**src/rtl/nubus_pkg.sv**
```systemverilog
// Shared types and constants for the slot-9 bridge: FSM states, slot decode prefix,
// and the helper that maps a CPU address onto the card's 24-bit slot window.
package nubus_pkg;

  typedef enum logic [1:0] {
    IDLE,
    WAIT_ACK,
    HOLD,
    RECOVER
  } bridge_state_e;

  localparam logic [3:0] MINOR_SLOT_PREFIX = 4'hF;
  localparam int         SLOT_ADDR_W       = 24;

  function automatic logic [31:0] slot_addr_of(input logic [31:0] cpu_addr);
    return {{(32 - SLOT_ADDR_W){1'b0}}, cpu_addr[SLOT_ADDR_W-1:0]};
  endfunction

endpackage

```
**src/rtl/nubus_sync2.sv**
```systemverilog
// Two-flop synchroniser for a single asynchronous level; both flops reset to RESET_VAL.
module nubus_sync2 #(
  parameter logic RESET_VAL = 1'b1
) (
  input  logic clk,
  input  logic reset_n,
  input  logic d_i,
  output logic q_o
);

  logic meta_q;
  logic sync_q;

  always_ff @(posedge clk or negedge reset_n) begin
    if (!reset_n) begin
      meta_q <= RESET_VAL;
      sync_q <= RESET_VAL;
    end else begin
      meta_q <= d_i;
      sync_q <= meta_q;
    end
  end

  assign q_o = sync_q;

endmodule

```
**src/rtl/nubus_slot_bridge.sv**
```systemverilog
// 68k-to-slot-card bridge: decodes slot space, runs the select/ack_n handshake,
// returns DTACK or BERR, and synchronises nmrq_n. Define NUBUS_SUPER_SLOT_EN to also decode super slot space.
module nubus_slot_bridge
  import nubus_pkg::*;
#(
  parameter logic [3:0] SLOT_ID        = 4'h9,
  parameter int         TIMEOUT_CYCLES = 256,
  parameter int         TO_W           = 9
) (
  input  logic        clk,
  input  logic        reset_n,
  input  logic [31:0] cpu_addr,
  input  logic [15:0] cpu_din,
  output logic [15:0] cpu_dout,
  input  logic        cpu_as_n,
  input  logic        cpu_uds_n,
  input  logic        cpu_lds_n,
  input  logic        cpu_rw_n,
  output logic        cpu_dtack_n,
  output logic        cpu_berr_n,
  output logic [31:0] slot_addr,
  output logic [15:0] slot_wdata,
  input  logic [15:0] slot_rdata,
  output logic [1:0]  slot_uds_lds,
  output logic        slot_rw_n,
  output logic        slot_select,
  input  logic        slot_ack_n,
  input  logic        slot_nmrq_n,
  output logic        slot_irq_n
);

  localparam logic [TO_W-1:0] TO_LAST = TO_W'(TIMEOUT_CYCLES - 1);

  bridge_state_e   state_q, state_d;
  logic [TO_W-1:0] cnt_q, cnt_d;
  logic            armed_q, armed_d;
  logic            select_q, select_d;
  logic            dtack_n_q, dtack_n_d;
  logic            berr_n_q, berr_n_d;
  logic [15:0]     dout_q, dout_d;
  logic [31:0]     addr_q, addr_d;
  logic [15:0]     wdata_q, wdata_d;
  logic [1:0]      uds_lds_q, uds_lds_d;
  logic            rw_n_q, rw_n_d;

  logic minor_hit;
  logic super_hit;
  logic hit;

  assign minor_hit = (cpu_addr[31:24] == {MINOR_SLOT_PREFIX, SLOT_ID});
`ifdef NUBUS_SUPER_SLOT_EN
  assign super_hit = (cpu_addr[31:28] == SLOT_ID);
`else
  assign super_hit = 1'b0;
`endif
  assign hit = !cpu_as_n && (minor_hit || super_hit);

  // NOTE: every next-state signal takes its current value first, so no path through
  // the case statement leaves one unassigned and no latch is inferred.
  always_comb begin
    state_d   = state_q;
    cnt_d     = cnt_q;
    armed_d   = armed_q | cpu_as_n;
    select_d  = select_q;
    dtack_n_d = dtack_n_q;
    berr_n_d  = berr_n_q;
    dout_d    = dout_q;
    addr_d    = addr_q;
    wdata_d   = wdata_q;
    uds_lds_d = uds_lds_q;
    rw_n_d    = rw_n_q;

    unique case (state_q)
      IDLE: begin
        // armed_q blocks re-accepting an access whose AS never went high after the last one
        if (hit && armed_q) begin
          addr_d    = slot_addr_of(cpu_addr);
          wdata_d   = cpu_din;
          rw_n_d    = cpu_rw_n;
          uds_lds_d = {~cpu_uds_n, ~cpu_lds_n};
          select_d  = 1'b1;
          cnt_d     = '0;
          armed_d   = 1'b0;
          state_d   = WAIT_ACK;
        end
      end
      WAIT_ACK: begin
        if (cpu_as_n) begin
          select_d = 1'b0;
          state_d  = RECOVER;
        end else if (!slot_ack_n) begin
          if (rw_n_q) dout_d = slot_rdata;
          dtack_n_d = 1'b0;
          state_d   = HOLD;
        end else if (cnt_q == TO_LAST) begin
          berr_n_d = 1'b0;
          state_d  = HOLD;
        end else begin
          cnt_d = cnt_q + 1'b1;
        end
      end
      HOLD: begin
        if (cpu_as_n) begin
          dtack_n_d = 1'b1;
          berr_n_d  = 1'b1;
          select_d  = 1'b0;
          state_d   = RECOVER;
        end
      end
      RECOVER: begin
        if (slot_ack_n) state_d = IDLE;
      end
      default: state_d = IDLE;
    endcase
  end

  // NOTE: sequential state is updated with non-blocking assignments only, so every
  // flop samples the values from before the clock edge.
  always_ff @(posedge clk or negedge reset_n) begin
    if (!reset_n) begin
      state_q   <= IDLE;
      cnt_q     <= '0;
      armed_q   <= 1'b0;
      select_q  <= 1'b0;
      dtack_n_q <= 1'b1;
      berr_n_q  <= 1'b1;
      dout_q    <= '0;
      addr_q    <= '0;
      wdata_q   <= '0;
      uds_lds_q <= '0;
      rw_n_q    <= 1'b1;
    end else begin
      state_q   <= state_d;
      cnt_q     <= cnt_d;
      armed_q   <= armed_d;
      select_q  <= select_d;
      dtack_n_q <= dtack_n_d;
      berr_n_q  <= berr_n_d;
      dout_q    <= dout_d;
      addr_q    <= addr_d;
      wdata_q   <= wdata_d;
      uds_lds_q <= uds_lds_d;
      rw_n_q    <= rw_n_d;
    end
  end

  assign cpu_dout     = dout_q;
  assign cpu_dtack_n  = dtack_n_q;
  assign cpu_berr_n   = berr_n_q;
  assign slot_addr    = addr_q;
  assign slot_wdata   = wdata_q;
  assign slot_uds_lds = uds_lds_q;
  assign slot_rw_n    = rw_n_q;
  assign slot_select  = select_q;

  nubus_sync2 #(
    .RESET_VAL(1'b1)
  ) u_irq_sync (
    .clk    (clk),
    .reset_n(reset_n),
    .d_i    (slot_nmrq_n),
    .q_o    (slot_irq_n)
  );

endmodule

```
**config.mk**
```make
export PLATFORM = sky130hd
export DESIGN_NAME = nubus_slot_bridge
export DESIGN_NICKNAME = d
export VERILOG_FILES = /design/src/rtl/nubus_pkg.sv /design/src/rtl/nubus_sync2.sv /design/src/rtl/nubus_slot_bridge.sv
export SDC_FILE = /design/constraint.sdc
export NUM_CORES = 1
export LEC_CHECK = 0
export ABC_AREA = 1
export ABC_CLOCK_PERIOD_IN_PS = 3650
export BUFFER_PORTS_ARGS = -buffer_cell sky130_fd_sc_hd__buf_2
export CORE_MARGIN = 5
export CORE_UTILIZATION = 48
export CTS_CLUSTER_DIAMETER = 50
export DETAILED_ROUTE_END_ITERATION = 6
export PLACE_DENSITY = 0.79
export SYNTH_ARGS = -nofsm -noshare
export SYNTH_HDL_FRONTEND = slang
export SYNTH_SLANG_ARGS = --single-unit
```
**constraint.sdc**
```tcl
create_clock -name clk -period 3.65 [get_ports clk]
set_clock_uncertainty 0.1 [all_clocks]
set_input_delay 0.9125 -clock clk [delete_from_list [all_inputs] [get_ports clk]]
set_output_delay 0.9125 -clock clk [all_outputs]
set_load 0.005 [all_outputs]
```
-- After elaboration in Yosys (flattened, before gate mapping)
Index checks and enable logic that the tools add are counted.
- add/sub/neg operators: 1
- multiply operators: 0
- div/mod/pow operators: 0
- magnitude comparators: 0
- eq/ne operators: 15
- shift-type cells: 0
- mux-type cells: 25
- bitwise gates (word level): 5
- reduce and logical (&&, ||, !) cells: 15
- operators with widths (kind ; count):
    two-way mux 9 bit ; 4
    case mux 9 bit (2 select lines) ; 1
    != test 2 bit, second input constant ; 8
    two-way mux 2 bit ; 6
    AND reduction 4 bit ; 3
    two-way mux 1 bit ; 10
    AND reduction 5 bit ; 2
    adder 9 x 1 -> 9 bit, second input constant ; 1
    equality test 9 x 8 -> 1 bit, second input constant ; 1
    equality test 8 bit, second input constant ; 1
    case mux 2 bit (4 select lines) ; 1
    case mux 1 bit (2 select lines) ; 3
    nonzero test 2 bit ; 3
    equality test 2 bit, second input constant ; 2
    != test 4 bit, second input constant ; 1
    inverter 1 bit ; 4
    AND reduction 3 bit ; 1
    equality test 2 x 1 -> 1 bit, second input constant ; 1
    logical AND 1 bit ; 2
    logical NOT 2 bit ; 1
    != test 2 x 1 -> 1 bit, second input constant ; 1
    AND reduction 2 bit ; 1
    OR reduction 2 bit ; 1
    logical NOT 1 bit ; 1
    bitwise OR 1 bit ; 1
- bits in registers: 76
- latch bits: 0
- RAM bits: 0
- ROM bits: 0
- bits of input ports: 72
- memories: 0

-- Logic depth before layout (Yosys ltp)
Gate-level depths: netlist of run 1.
- word-level depth: 5
- depth in mapped cells: 13
- gate-level depth less buffers: 13

-- Hierarchy
A second synthesis of run 1 with hierarchy kept.
- cell total of the unflattened synthesis: 388
- area, all modules: 3549.7 µm²
- by module, submodules not included (module ; instances ; cells each ; area an instance (µm²)):
    nubus_slot_bridge ; 1 ; 386 ; 3497.1
    nubus_sync2 ; 1 ; 2 ; 52.6

-- Worst setup path after synthesis of run 1
OpenSTA, ideal clock, no wires.
- path kind: register -> register
- start point: register cnt_q[0]
- end point: register cnt_q[5]
- setup time: 118 ps
- arrival time: 1704 ps
- required time: 3432 ps
- slack: 1729 ps
- cell stages (with the launch flop): 13
- buffers on the path: 0
- clock period less this slack: 1921 ps
- cell sequence: dfrtp_1 > ha_1 > nand2_1 > nor2_1 > nand3_1 > nor2_1 > ha_1 > nand2_1 > o21ai_0 > nor2_4 > nand2_2 > nand2_1 > nand2_1
- longest elaborated chain between the ends: 5
- elaborated cells between the ends (all ways): 8
- ends and longest elaborated chain (item ; RTL line ; text):
    start, declared ; nubus_slot_bridge.sv:35 ; logic [TO_W-1:0] cnt_q, cnt_d;
    start signal, assigned ; nubus_slot_bridge.sv:134 ; cnt_q <= cnt_d;
    adder 9 x 1 -> 9 bit ; nubus_slot_bridge.sv:99 ; cnt_d = cnt_q + 1'b1;
    two-way mux 9 bit ; nubus_slot_bridge.sv:95 ; end else if (cnt_q == TO_LAST) begin
    two-way mux 9 bit ; nubus_slot_bridge.sv:91 ; end else if (!slot_ack_n) begin
    two-way mux 9 bit ; nubus_slot_bridge.sv:88 ; if (cpu_as_n) begin
    case mux 9 bit (2 select lines) ; nubus_slot_bridge.sv:73 ; unique case (state_q)
Several ways; a longest one is shown, not always the timed one. The select of a mux whose other input is x is not followed.
A chain may end at the register's enable or synchronous reset.

-- Worst setup path in the final report of run 1
- start point: register cnt_q[0]
- end point: register cnt_q[2]
The elaborated chain is that of the path after synthesis.

==> flow_metrics.tcl, run 1 <==
set metrics [dict create \
    crit_type "register to register" \
    p_int_mw 1.340 \
    initial_core_util 0.4920 \
    cap_viol_max_count 0 \
    fin_crit_sh 0.6314 \
    clock-sinks 76 \
    synth-seq-cells 76 \
    crit_path_max_incr_delay_ns 0.45 \
    die_area_mm2 0.009215 \
    hold_violations 0 \
    cts_resized 0 \
    drtIter0Drc 122 \
    rows 31 \
    leakage_nw 2.567 \
    pwr_density_cell_mw_per_mm2 477.2 \
    maxSlewViolCount 0 \
    hold_class "register to register" \
    layout.cells.non_filler 616 \
    die_w_um 96.00 \
    die_h_um 96.00 \
    crit_chain "ha_1 > nand2_1 > nor2_1 > nand3_1 > nor2_1 > ha_1 > nand2_1 > o21ai_0 > nor2_4 > nand2_2 > nand2_1 > nand2_1" \
    clk_pin_slew_ns 0.08 \
    cts_hold_buf 0 \
    synthFlopType "dfrtp_1" \
    ys_warn_count 0 \
    ant_nets 0 \
    grt_pass1_vias 3052 \
    pre_cts_ws_ns 1.279 \
    track_usage 0.1877 \
    synth_common_cells "nand2_1, dfrtp_1, nand4_1" \
    setup_slack_ns 1.345 \
    grt_pass1_wl_mm 13.57 \
    gp_congestion 0.8667 \
    cp.arrival_ns 2.44 \
    fin_crit_ns 2.305 \
    syn_to_final_growth_pct 22.91 \
    path_common_cell "nand2_1" \
    status "finished clean" \
    required_ns 3.78 \
    ys_types 26 \
    post-synth-top-count-cell "nand2_1" \
    crit_buf_inv 0 \
    drt-total-wl_mm 8.272 \
    vias 3093 \
    io_pins 143 \
    ys_async_sr_fraction 1.000 \
    synth_area_mm2 0.003550 \
    wire_per_inst_um 13.43 \
    portBuffers 134 \
    critPathCaptureType "register" \
    worst_slew_pin_slew_ns 0.9433 \
    grt_max_degree 77 \
    power_mw 2.082 \
    drt_first_pass_iters 4 \
    synth_area_leaders "dfrtp_1, nand2_1, nand4_1" \
    synth_edf_count 0 \
    critPathSlowestCell "dfrtp_1" \
    switchingPower_mw 0.7417 \
    drcViolationCount 0 \
    worstSetupStartpointType "register" \
    yosysSeqAreaShare 0.5375 \
    synth_area_leader_cell "dfrtp_1" \
    cts_tree "done" \
    critPathTopFamily "simple AND/OR/NAND/NOR gates" \
    slew_headroom 0.3711 \
    cts_buffers 9 \
    pwr-share-seq 0.461 \
    core-area_mm2 0.007214 \
    setup_viol 0 \
    crit_fanout 10 \
    combPwrFrac 0.280 \
    swShare 0.3563 \
    via_per_inst 5.021 \
    rsz0062_at_grt "false" \
    clkPwrFrac 0.259 \
    antenna_found_initial 0 \
    peakVddDrop_mv 0.2572 \
    fin_nets 592 \
    yosys.area.top_type_share 0.5005 \
    max_freq_mhz 433.9 \
    syn_inst 388 \
    post-dp-hpwl_mm 5.777 \
    num_antenna_cells 0 \
    fin_tns_setup_ns 0 \
    grt_overflow 0 \
    clk_path_buf_depth 2 \
    placed_cells 601 \
    root_buffer "clkbuf_8" \
    drive_gt1_frac 0.3385 \
    cts_setup_buffers 0 \
    clk_latency_ns 0.35 \
    syn_area_per_cell_um2 9.149 \
    htreeDepth 3 \
]
==> registers in the layout, indices dropped and copies added (netlist names) <==
signal and cells:
slot_rw_n 1, armed_q 1, cpu_dout 16, cnt_q 9
u_irq_sync.q_o 1, cpu_berr_n 1, slot_select 1, state_q 2
slot_uds_lds 2, u_irq_sync.meta_q 1, slot_wdata 16, cpu_dtack_n 1
slot_addr 24
==> through the flow <==
step	area [um^2]	utilization	hold WS [ns]
5_1_grt	4363	0.6048	0.2668
3_5_place_dp	4205	0.5829	0.2482
6_report	4363	0.6048	0.2588
3_3_place_gp	4205	0.5829	0.2467
2_1_floorplan	3576	-	0.2452
4_1_cts	4363	0.6048	0.2596
==> power groups by stage <==
stage	registers, mW	logic [mW]	clock network (mW)
floorplan	0.974	0.396	0
global placement	0.973	0.564	0
detailed placement	0.975	0.584	0
CTS	0.960	0.588	0.563
global route	0.968	0.666	0.604
finish	0.960	0.583	0.539
==> worst reg2reg max path: stages, from the launching register on <==
cell and delay [ns]:
dfrtp_1 0.45, ha_1 0.24, nand2_1 0.11, nor2_1 0.09, nand3_1 0.09, nor2_1 0.05, ha_1 0.20, nand2_1 0.09
o21ai_0 0.15, nor2_4 0.27, nand2_2 0.19, nand2_1 0.12, nand2_1 0.06
==> final cells by class <==
class,count,area (um^2)
repair buffers,137,695.7
clock inverters,5,30.03
fillers,651,2851
flip-flops and latches,76,1908
inverters,19,71.32
clock buffers,10,127.6
multi-input cells,270,1406
well taps,99,123.9
==> kinds of logic after synthesis <==
| kind of cell | share of synthesized area |
|---|---|
| mux | 0.05076 |
| compound gates | 0.01551 |
| other cells | 0.001056 |
| buf+inv | 0.07437 |
| fa+ha+maj | 0.02467 |
| simple gates | 0.2961 |
| flops | 0.5375 |
==> worst paths after layout <==
check	start	end	slack, ns	cells past startpoint
worst max-delay path	cnt_q[0]$_DFFE_PN0P_	cnt_q[2]$_DFFE_PN0P_	1.35	12
worst min-delay path	u_irq_sync.meta_q$_DFF_PN1_	u_irq_sync.q_o$_DFF_PN1_	0.26	0
worst max register to register	cnt_q[0]$_DFFE_PN0P_	cnt_q[2]$_DFFE_PN0P_	1.35	12
worst min register to register	u_irq_sync.meta_q$_DFF_PN1_	u_irq_sync.q_o$_DFF_PN1_	0.26	0
max in group asynchronous	reset_n	cnt_q[7]$_DFFE_PN0P_	2.23	1
min in group asynchronous	reset_n	cpu_dout[0]$_DFFE_PN0P_	0.57	1
==> routing by layer <==
layer,track usage,part of all wire,vias up
li1,-,-,1518
met1,0.2284,0.43,1458
met2,0.3134,0.48,110
met3,0.07349,0.075,7
met4,0.04384,0.012,0
met5,0,0,-
==> cells in the final DEF (no fill, tap or decap) <==
cell type,n
nand2_1,142
buf_2,133
dfrtp_1,71
nand4_1,45
inv_1,19
nor2_1,17
nand3_1,16
mux2_2,14
clkbuf_8,9
conb_1,8
ha_1,6
dfstp_2,5
o21ai_0,4
a21oi_1,4
buf_4,4
clkinv_2,3
nor3b_1,2
mux2_1,2
nand3b_1,2
clkinvlp_4,2
and3_1,1
nand3_4,1
o211ai_1,1
nor2_4,1
nand2_2,1
o21bai_1,1
nand4_4,1
ha_2,1
clkbuf_1,1
Power figures use the tool's default switching activity.
==> run 2, diff against run 1 <==
ABC_AREA = 0   (was 1)
ABC_CLOCK_PERIOD_IN_PS = 2170   (was 3650)
CORE_UTILIZATION = 47   (was 48)
clock period = 2.17 ns   (was 3.65 ns; I/O delays follow)
==> run 2 against run 1 <==
Sequential share of layout area decreased by 1.1 points. Synthesized cell count decreased by 37%. Worst hold slack got worse by 0.21 ns. Count of clock-buffer cells in the layout decreased by 1. Combinational power increased by 53%. Flip-flop and latch count unchanged. Sequential power increased by 71%. Synthesized area decreased by 7.6%. Register-to-register slack got worse by 1.2 ns. Largest cell class unchanged. Largest power group unchanged.
==> flow_metrics.tcl, run 2 <==
set metrics [dict create \
    status "finished clean" \
    final_cell_mix "buf_2, dfrtp_1, mux2_2" \
    gp_congestion 0.8341 \
    clk_path_buf_depth 2 \
    post-synth-top-count-cell "dfrtp_1" \
    crit_buf_inv 0 \
    worst_hold_slack_ns 0.04448 \
    fin_crit_sh 0.9527 \
    rr_worst_depth 8 \
    r2r_slack_ns 0.10 \
    rsz0062_at_grt "false" \
    drive_gt1_frac 0.6035 \
    antenna_found_initial 0 \
    fin_nets 475 \
    synth_edf_count 0 \
    initial_core_util 0.4829 \
    die_area_mm2 0.008751 \
    die_w_um 93.55 \
    reg2reg_to "cnt_q[6]$_DFFE_PN0P_" \
    grt_pass1_wl_mm 11.40 \
    pwr_density_cell_mw_per_mm2 900.6 \
    num_antenna_cells 0 \
    core-area_mm2 0.006794 \
    htreeDepth 3 \
    crit_chain "ha_2 > nand3_1 > nor2_1 > ha_2 > and4bb_4 > nand2_2 > a22o_1 > a22o_1" \
    largest_reg_flops 24 \
    max_freq_mhz 483.7 \
    yosysSeqAreaShare 0.5816 \
    drtIter0Drc 91 \
    grt_overflow 0 \
    via_per_inst 4.930 \
    critPathLaunch "cnt_q[1]$_DFFE_PN0P_" \
    power_mw 4.035 \
    cap_viol_max_count 0 \
    grt_pass1_vias 2530 \
    rows 30 \
    synthFlopType "dfrtp_1" \
    track_usage 0.1638 \
    clk_pin_slew_ns 0.08 \
    nFillCells 520 \
    ys_types 37 \
    drt-total-wl_mm 7.098 \
    ant_nets 0 \
    synth-seq-cells 76 \
    leakage_nw 2.486 \
    ys_async_sr_fraction 1.000 \
    critPathCaptureType "register" \
    portBuffers 134 \
    syn_inst 243 \
    synth_common_cells "dfrtp_1, mux2_2, nand3_1" \
    hold_violations 0 \
    wire_per_inst_um 14.28 \
    hold_class "input pin to asynchronous set/reset pin" \
    root_buffer "clkbuf_8" \
    cp_num_cells 8 \
    syn_area_per_cell_um2 13.50 \
    cts_buffers 9 \
    synth_area_leader_cell "dfrtp_1" \
    critPathTopFamily "simple AND/OR/NAND/NOR gates" \
    clock-sinks 76 \
    syn_to_final_growth_pct 36.58 \
    crit_path_max_incr_delay_ns 0.40 \
    cts_tree "done" \
    reg2reg_from "cnt_q[1]$_DFFE_PN0P_" \
    post-dp-hpwl_mm 5.349 \
    drt_first_pass_iters 4 \
    peakVddDrop_mv 0.5242 \
    vias 2450 \
    crit_type "register to register" \
    layout_commonest_cell "buf_2" \
    clk_latency_ns 0.34 \
    grt_max_degree 41 \
    maxSlewViolCount 0 \
    io_pins 143 \
    cp.arrival_ns 2.19 \
    drcViolationCount 0 \
    worstSetupStartpointType "register" \
    fin_tns_setup_ns 0 \
    ys_warn_count 0 \
    setup_viol 0 \
    synth_area_leaders "dfrtp_1, mux2_2, dfstp_2" \
    synth_area_mm2 0.003281 \
    fin_crit_ns 2.067 \
    required_ns 2.30 \
    worstSetupEndpoint "cnt_q[6]$_DFFE_PN0P_" \
    die_h_um 93.55 \
    critPathSlowestCell "dfrtp_1" \
    yosys.area.top_type_share 0.5416 \
    crit_fanout 7 \
]
-- run 2: changes by cell type after synthesis, sizes merged, moves of 3 or more --
| cell | change |
|---|---|
| and4 | +3 |
| a2bb2oi | +3 |
| mux2 | +41 |
| a21oi | +4 |
| nand2 | -137 |
| inv | -9 |
| clkbuf | -7 |
| buf | -6 |
| nand3 | -5 |
| nor2 | -8 |
| a22o | +5 |
| nand4 | -42 |
-- run 2: cell type report --
| cell class | instances | area [um^2] | share of cell area |
|---|---|---|---|
| clock inverter | 7 | 162.7 | 0.03630 |
| clock buffer | 9 | 123.9 | 0.02765 |
| tap | 96 | 120.1 | 0.02681 |
| multi-input combinational | 147 | 1282 | 0.2862 |
| inverter | 10 | 37.54 | 0.008378 |
| timing repair buffer | 152 | 845.8 | 0.1888 |
| sequential | 76 | 1908 | 0.4259 |
-- run 2: timing repair --
| item | in CTS | in global routing |
|---|---|---|
| gates resized for setup | 2 | 4 |
| buffers inserted | 1 | 6 |
| endpoints found under the setup margin | 4 | 7 |
| pin swaps | 0 | 5 |
| hold buffers | 0 | 0 |
-- run 2: cell families after synthesis --
| family | Yosys count | share of synthesized area |
|---|---|---|
| and+or+nand+nor | 44 | 0.08086 |
| adders and majority gates | 7 | 0.02670 |
| AOI/OAI and AO/OA | 30 | 0.06446 |
| buffers and inverters | 27 | 0.04653 |
| muxes | 58 | 0.1987 |
| other | 1 | 0.001143 |
| DFF | 76 | 0.5816 |
-- run 2: how the worst min path moves through the flow --
stage                            endpoint  slack (ns)  cells after the start
6_report        slot_addr[22]$_DFFE_PN0P_        0.04                      1
4_1_cts         slot_addr[20]$_DFFE_PN0P_        0.05                      1
3_5_place_dp     u_irq_sync.q_o$_DFF_PN1_        0.25                      0
3_3_place_gp     u_irq_sync.q_o$_DFF_PN1_        0.25                      0
2_1_floorplan           armed_q$_DFF_PN0_        0.15                      0
5_1_grt        slot_wdata[15]$_DFFE_PN0P_        0.08                      1
-- run 2: power by group --
part,switching [mW],internal [mW],total [mW]
sequential,0.0885,1.55,1.64
clock,0.506,0.994,1.50
combinational,0.450,0.442,0.892
-- run 2: worst reg2reg max path, delay by kind of cell (launching register included) --
family                     cells  cell delay, ns
DFF                            1            0.40
adders and majority gates      2            0.39
AOI/OAI and AO/OA              2            0.46
and+or+nand+nor                4            0.60
-- run 2: metal layers --
| metal | vias to the layer above | share of wire | track usage |
|---|---|---|---|
| met5 | - | 0 | 0 |
| met3 | 10 | 0.11 | 0.05229 |
| met1 | 1162 | 0.41 | 0.2045 |
| met4 | 0 | 0.013 | 0.07220 |
| met2 | 123 | 0.47 | 0.2609 |
| li1 | 1155 | - | - |
-- run 2: through the flow --
stage / instance area, um^2 / setup WS (ns) / cells / util
2_1_floorplan: 3307 / 0.07815 / 250 / -
3_3_place_gp: 4113 / 0.04696 / 475 / 0.6053
3_5_place_dp: 4113 / -0.07391 / 475 / 0.6053
4_1_cts: 4418 / 0.01886 / 492 / 0.6503
5_1_grt: 4481 / 0.004075 / 497 / 0.6595
6_report: 4481 / 0.1027 / 497 / 0.6595
==> run 3, diff against run 2 <==
CORE_ASPECT_RATIO = 1.5   (was default)
==> run 3 against run 2 <==
Non-clock buffer count down 4. Cell count shrank 4.4%. Maximum frequency down 0.87%. Register-to-register slack got worse by 0.02 ns. Worst setup slack got worse by 0.018 ns. Wire length grew 3.4%. Power shrank 16%. Critical endpoint unchanged. Sequential power about the same. Critical path depth unchanged. Worst hold slack got worse by 0.0010 ns.
==> flow_metrics.tcl, run 3 (synthesized netlist as in run 2, its figures left out) <==
set metrics [dict create \
    pre_cts_ws_ns 0.03198 \
    portBuffers 134 \
    max_freq_mhz 479.5 \
    fin_crit_ns 2.085 \
    rsz0062_at_grt "true" \
    crit_buf_inv 0 \
    gp_congestion 0.9042 \
    fin_crit_sh 0.9610 \
    cap_viol_max_count 0 \
    wire_per_inst_um 15.45 \
    cts_hold_buf 0 \
    grt_max_degree 42 \
    reg2reg_to "cnt_q[6]$_DFFE_PN0P_" \
    drt-total-wl_mm 7.340 \
    drcViolationCount 0 \
    final_cell_mix "buf_2, dfrtp_1, mux2_2" \
    setup_viol 0 \
    finish.instance_area_mm2 0.004269 \
    clk_latency_ns 0.35 \
    placedInstanceArea_mm2 0.004073 \
    via_per_inst 5.185 \
    hold_violations 0 \
    fin_tns_setup_ns 0 \
    rows 37 \
    regArea_mm2 0.001908 \
    antenna_found_initial 0 \
    grt_pass1_wl_mm 12.31 \
    worstSetupStartpointType "register" \
    largest_reg_flops 24 \
    cp.arrival_ns 2.22 \
    die_h_um 112.3 \
    hold_class "input pin to asynchronous set/reset pin" \
    drtIter0Drc 70 \
    reg2reg_from "cnt_q[1]$_DFFE_PN0P_" \
    ant_nets 0 \
    power_mw 3.397 \
    critPathCaptureType "register" \
    critPathTopFamily "simple AND/OR/NAND/NOR gates" \
    die_area_mm2 0.008786 \
    grt_overflow 0 \
    clock-sinks 76 \
    core-area_mm2 0.006852 \
    vias 2463 \
    pwr_density_cell_mw_per_mm2 795.7 \
    critPathSlowestCell "dfrtp_1" \
    clk_pin_slew_ns 0.07 \
    crit_chain "ha_1 > nand3_1 > nor2_1 > ha_1 > and4bb_4 > nand2_2 > a22o_1 > a22o_1" \
    status "finished clean" \
    cp_num_cells 8 \
    track_usage 0.1786 \
    cts_tree "done" \
    htreeDepth 3 \
    nFillCells 538 \
    multiInputGateArea_mm2 0.001262 \
    initial_core_util 0.4788 \
    setup_slack_ns 0.08454 \
    num_antenna_cells 0 \
    rr_worst_depth 8 \
    required_ns 2.31 \
    maxSlewViolCount 0 \
    post-dp-hpwl_mm 5.686 \
    syn_to_final_growth_pct 30.13 \
    crit_fanout 6 \
    peakVddDrop_mv 0.4654 \
    root_buffer "clkbuf_8" \
    die_w_um 78.22 \
    fin_nets 471 \
    crit_type "register to register" \
    r2r_slack_ns 0.08 \
    crit_path_max_incr_delay_ns 0.40 \
    grt_pass1_vias 2694 \
    cts_buffers 9 \
    drive_gt1_frac 0.5894 \
    clk_path_buf_depth 2 \
    layout_commonest_cell "buf_2" \
    leakage_nw 2.409 \
    io_pins 143 \
    drt_first_pass_iters 6 \
]
[run 3: cell types whose count changed in the layout (fill, tap and decap cells not counted), moves of 2 or more]
cell,change
buf_12,-2
clkbuf_8,+2
ha_1,+2
ha_2,-2
nor3_2,+2
nor3_1,-2
clkbuf_1,+3
buf_4,-2
bufinv_16,-5
[run 3: final cells by class]
cell class,instances,area share
Clock inverter,2,0.002345
Sequential cell,76,0.4470
Multi-Input combinational cell,147,0.2957
Tap cell,78,0.02286
Inverter,10,0.008793
Timing Repair Buffer,148,0.1852
Clock buffer,14,0.03810
[run 3: per-stage QoR]
step / hold slack, ns / std cells / utilization
6_report: 0.04346 / 475 / 0.6231
5_1_grt: 0.07445 / 475 / 0.6231
4_1_cts: 0.04909 / 474 / 0.6196
3_5_place_dp: 0.2551 / 458 / 0.5944
3_3_place_gp: 0.2456 / 458 / 0.5944
2_1_floorplan: 0.1469 / 250 / -
[run 3: worst reg2reg max path, cell delays in order, from the launching register on]
cell and delay (ns):
dfrtp_1 0.40, ha_1 0.20, nand3_1 0.07, nor2_1 0.04, ha_1 0.21, and4bb_4 0.36, nand2_2 0.11, a22o_1 0.25
a22o_1 0.22
[run 3: power breakdown]
group | leakage (nW) | switching, mW | internal (mW) | total (mW)
logic | 1.30 | 0.425 | 0.373 | 0.798
clock network | 0.0905 | 0.480 | 0.476 | 0.956
registers | 1.02 | 0.0882 | 1.56 | 1.64
[run 3: per-layer routing]
| layer | vias to the layer above | part of all wire | GRT usage |
|---|---|---|---|
| met1 | 1215 | 0.34 | 0.1797 |
| li1 | 1146 | - | - |
| met5 | - | 0 | 0 |
| met3 | 14 | 0.062 | 0.04414 |
| met4 | 0 | 0.023 | 0.08868 |
| met2 | 88 | 0.58 | 0.3347 |
[run 3: how the worst max path moves through the flow]
| stage | to | startpoint |
|---|---|---|
| 3_5_place_dp | cnt_q[4]$_DFFE_PN0P_ | cnt_q[1]$_DFFE_PN0P_ |
| 4_1_cts | cnt_q[4]$_DFFE_PN0P_ | cnt_q[1]$_DFFE_PN0P_ |
| 5_1_grt | cnt_q[6]$_DFFE_PN0P_ | cnt_q[1]$_DFFE_PN0P_ |
| 3_3_place_gp | cnt_q[6]$_DFFE_PN0P_ | cnt_q[1]$_DFFE_PN0P_ |
| 6_report | cnt_q[6]$_DFFE_PN0P_ | cnt_q[1]$_DFFE_PN0P_ |
| 2_1_floorplan | cnt_q[3]$_DFFE_PN0P_ | cnt_q[0]$_DFFE_PN0P_ |
[run 3: timing repair]
| action | in CTS | in global routing |
|---|---|---|
| setup buffers | 0 | 1 |
| setup endpoints to repair | 0 | 8 |
| resized for setup | 0 | 5 |
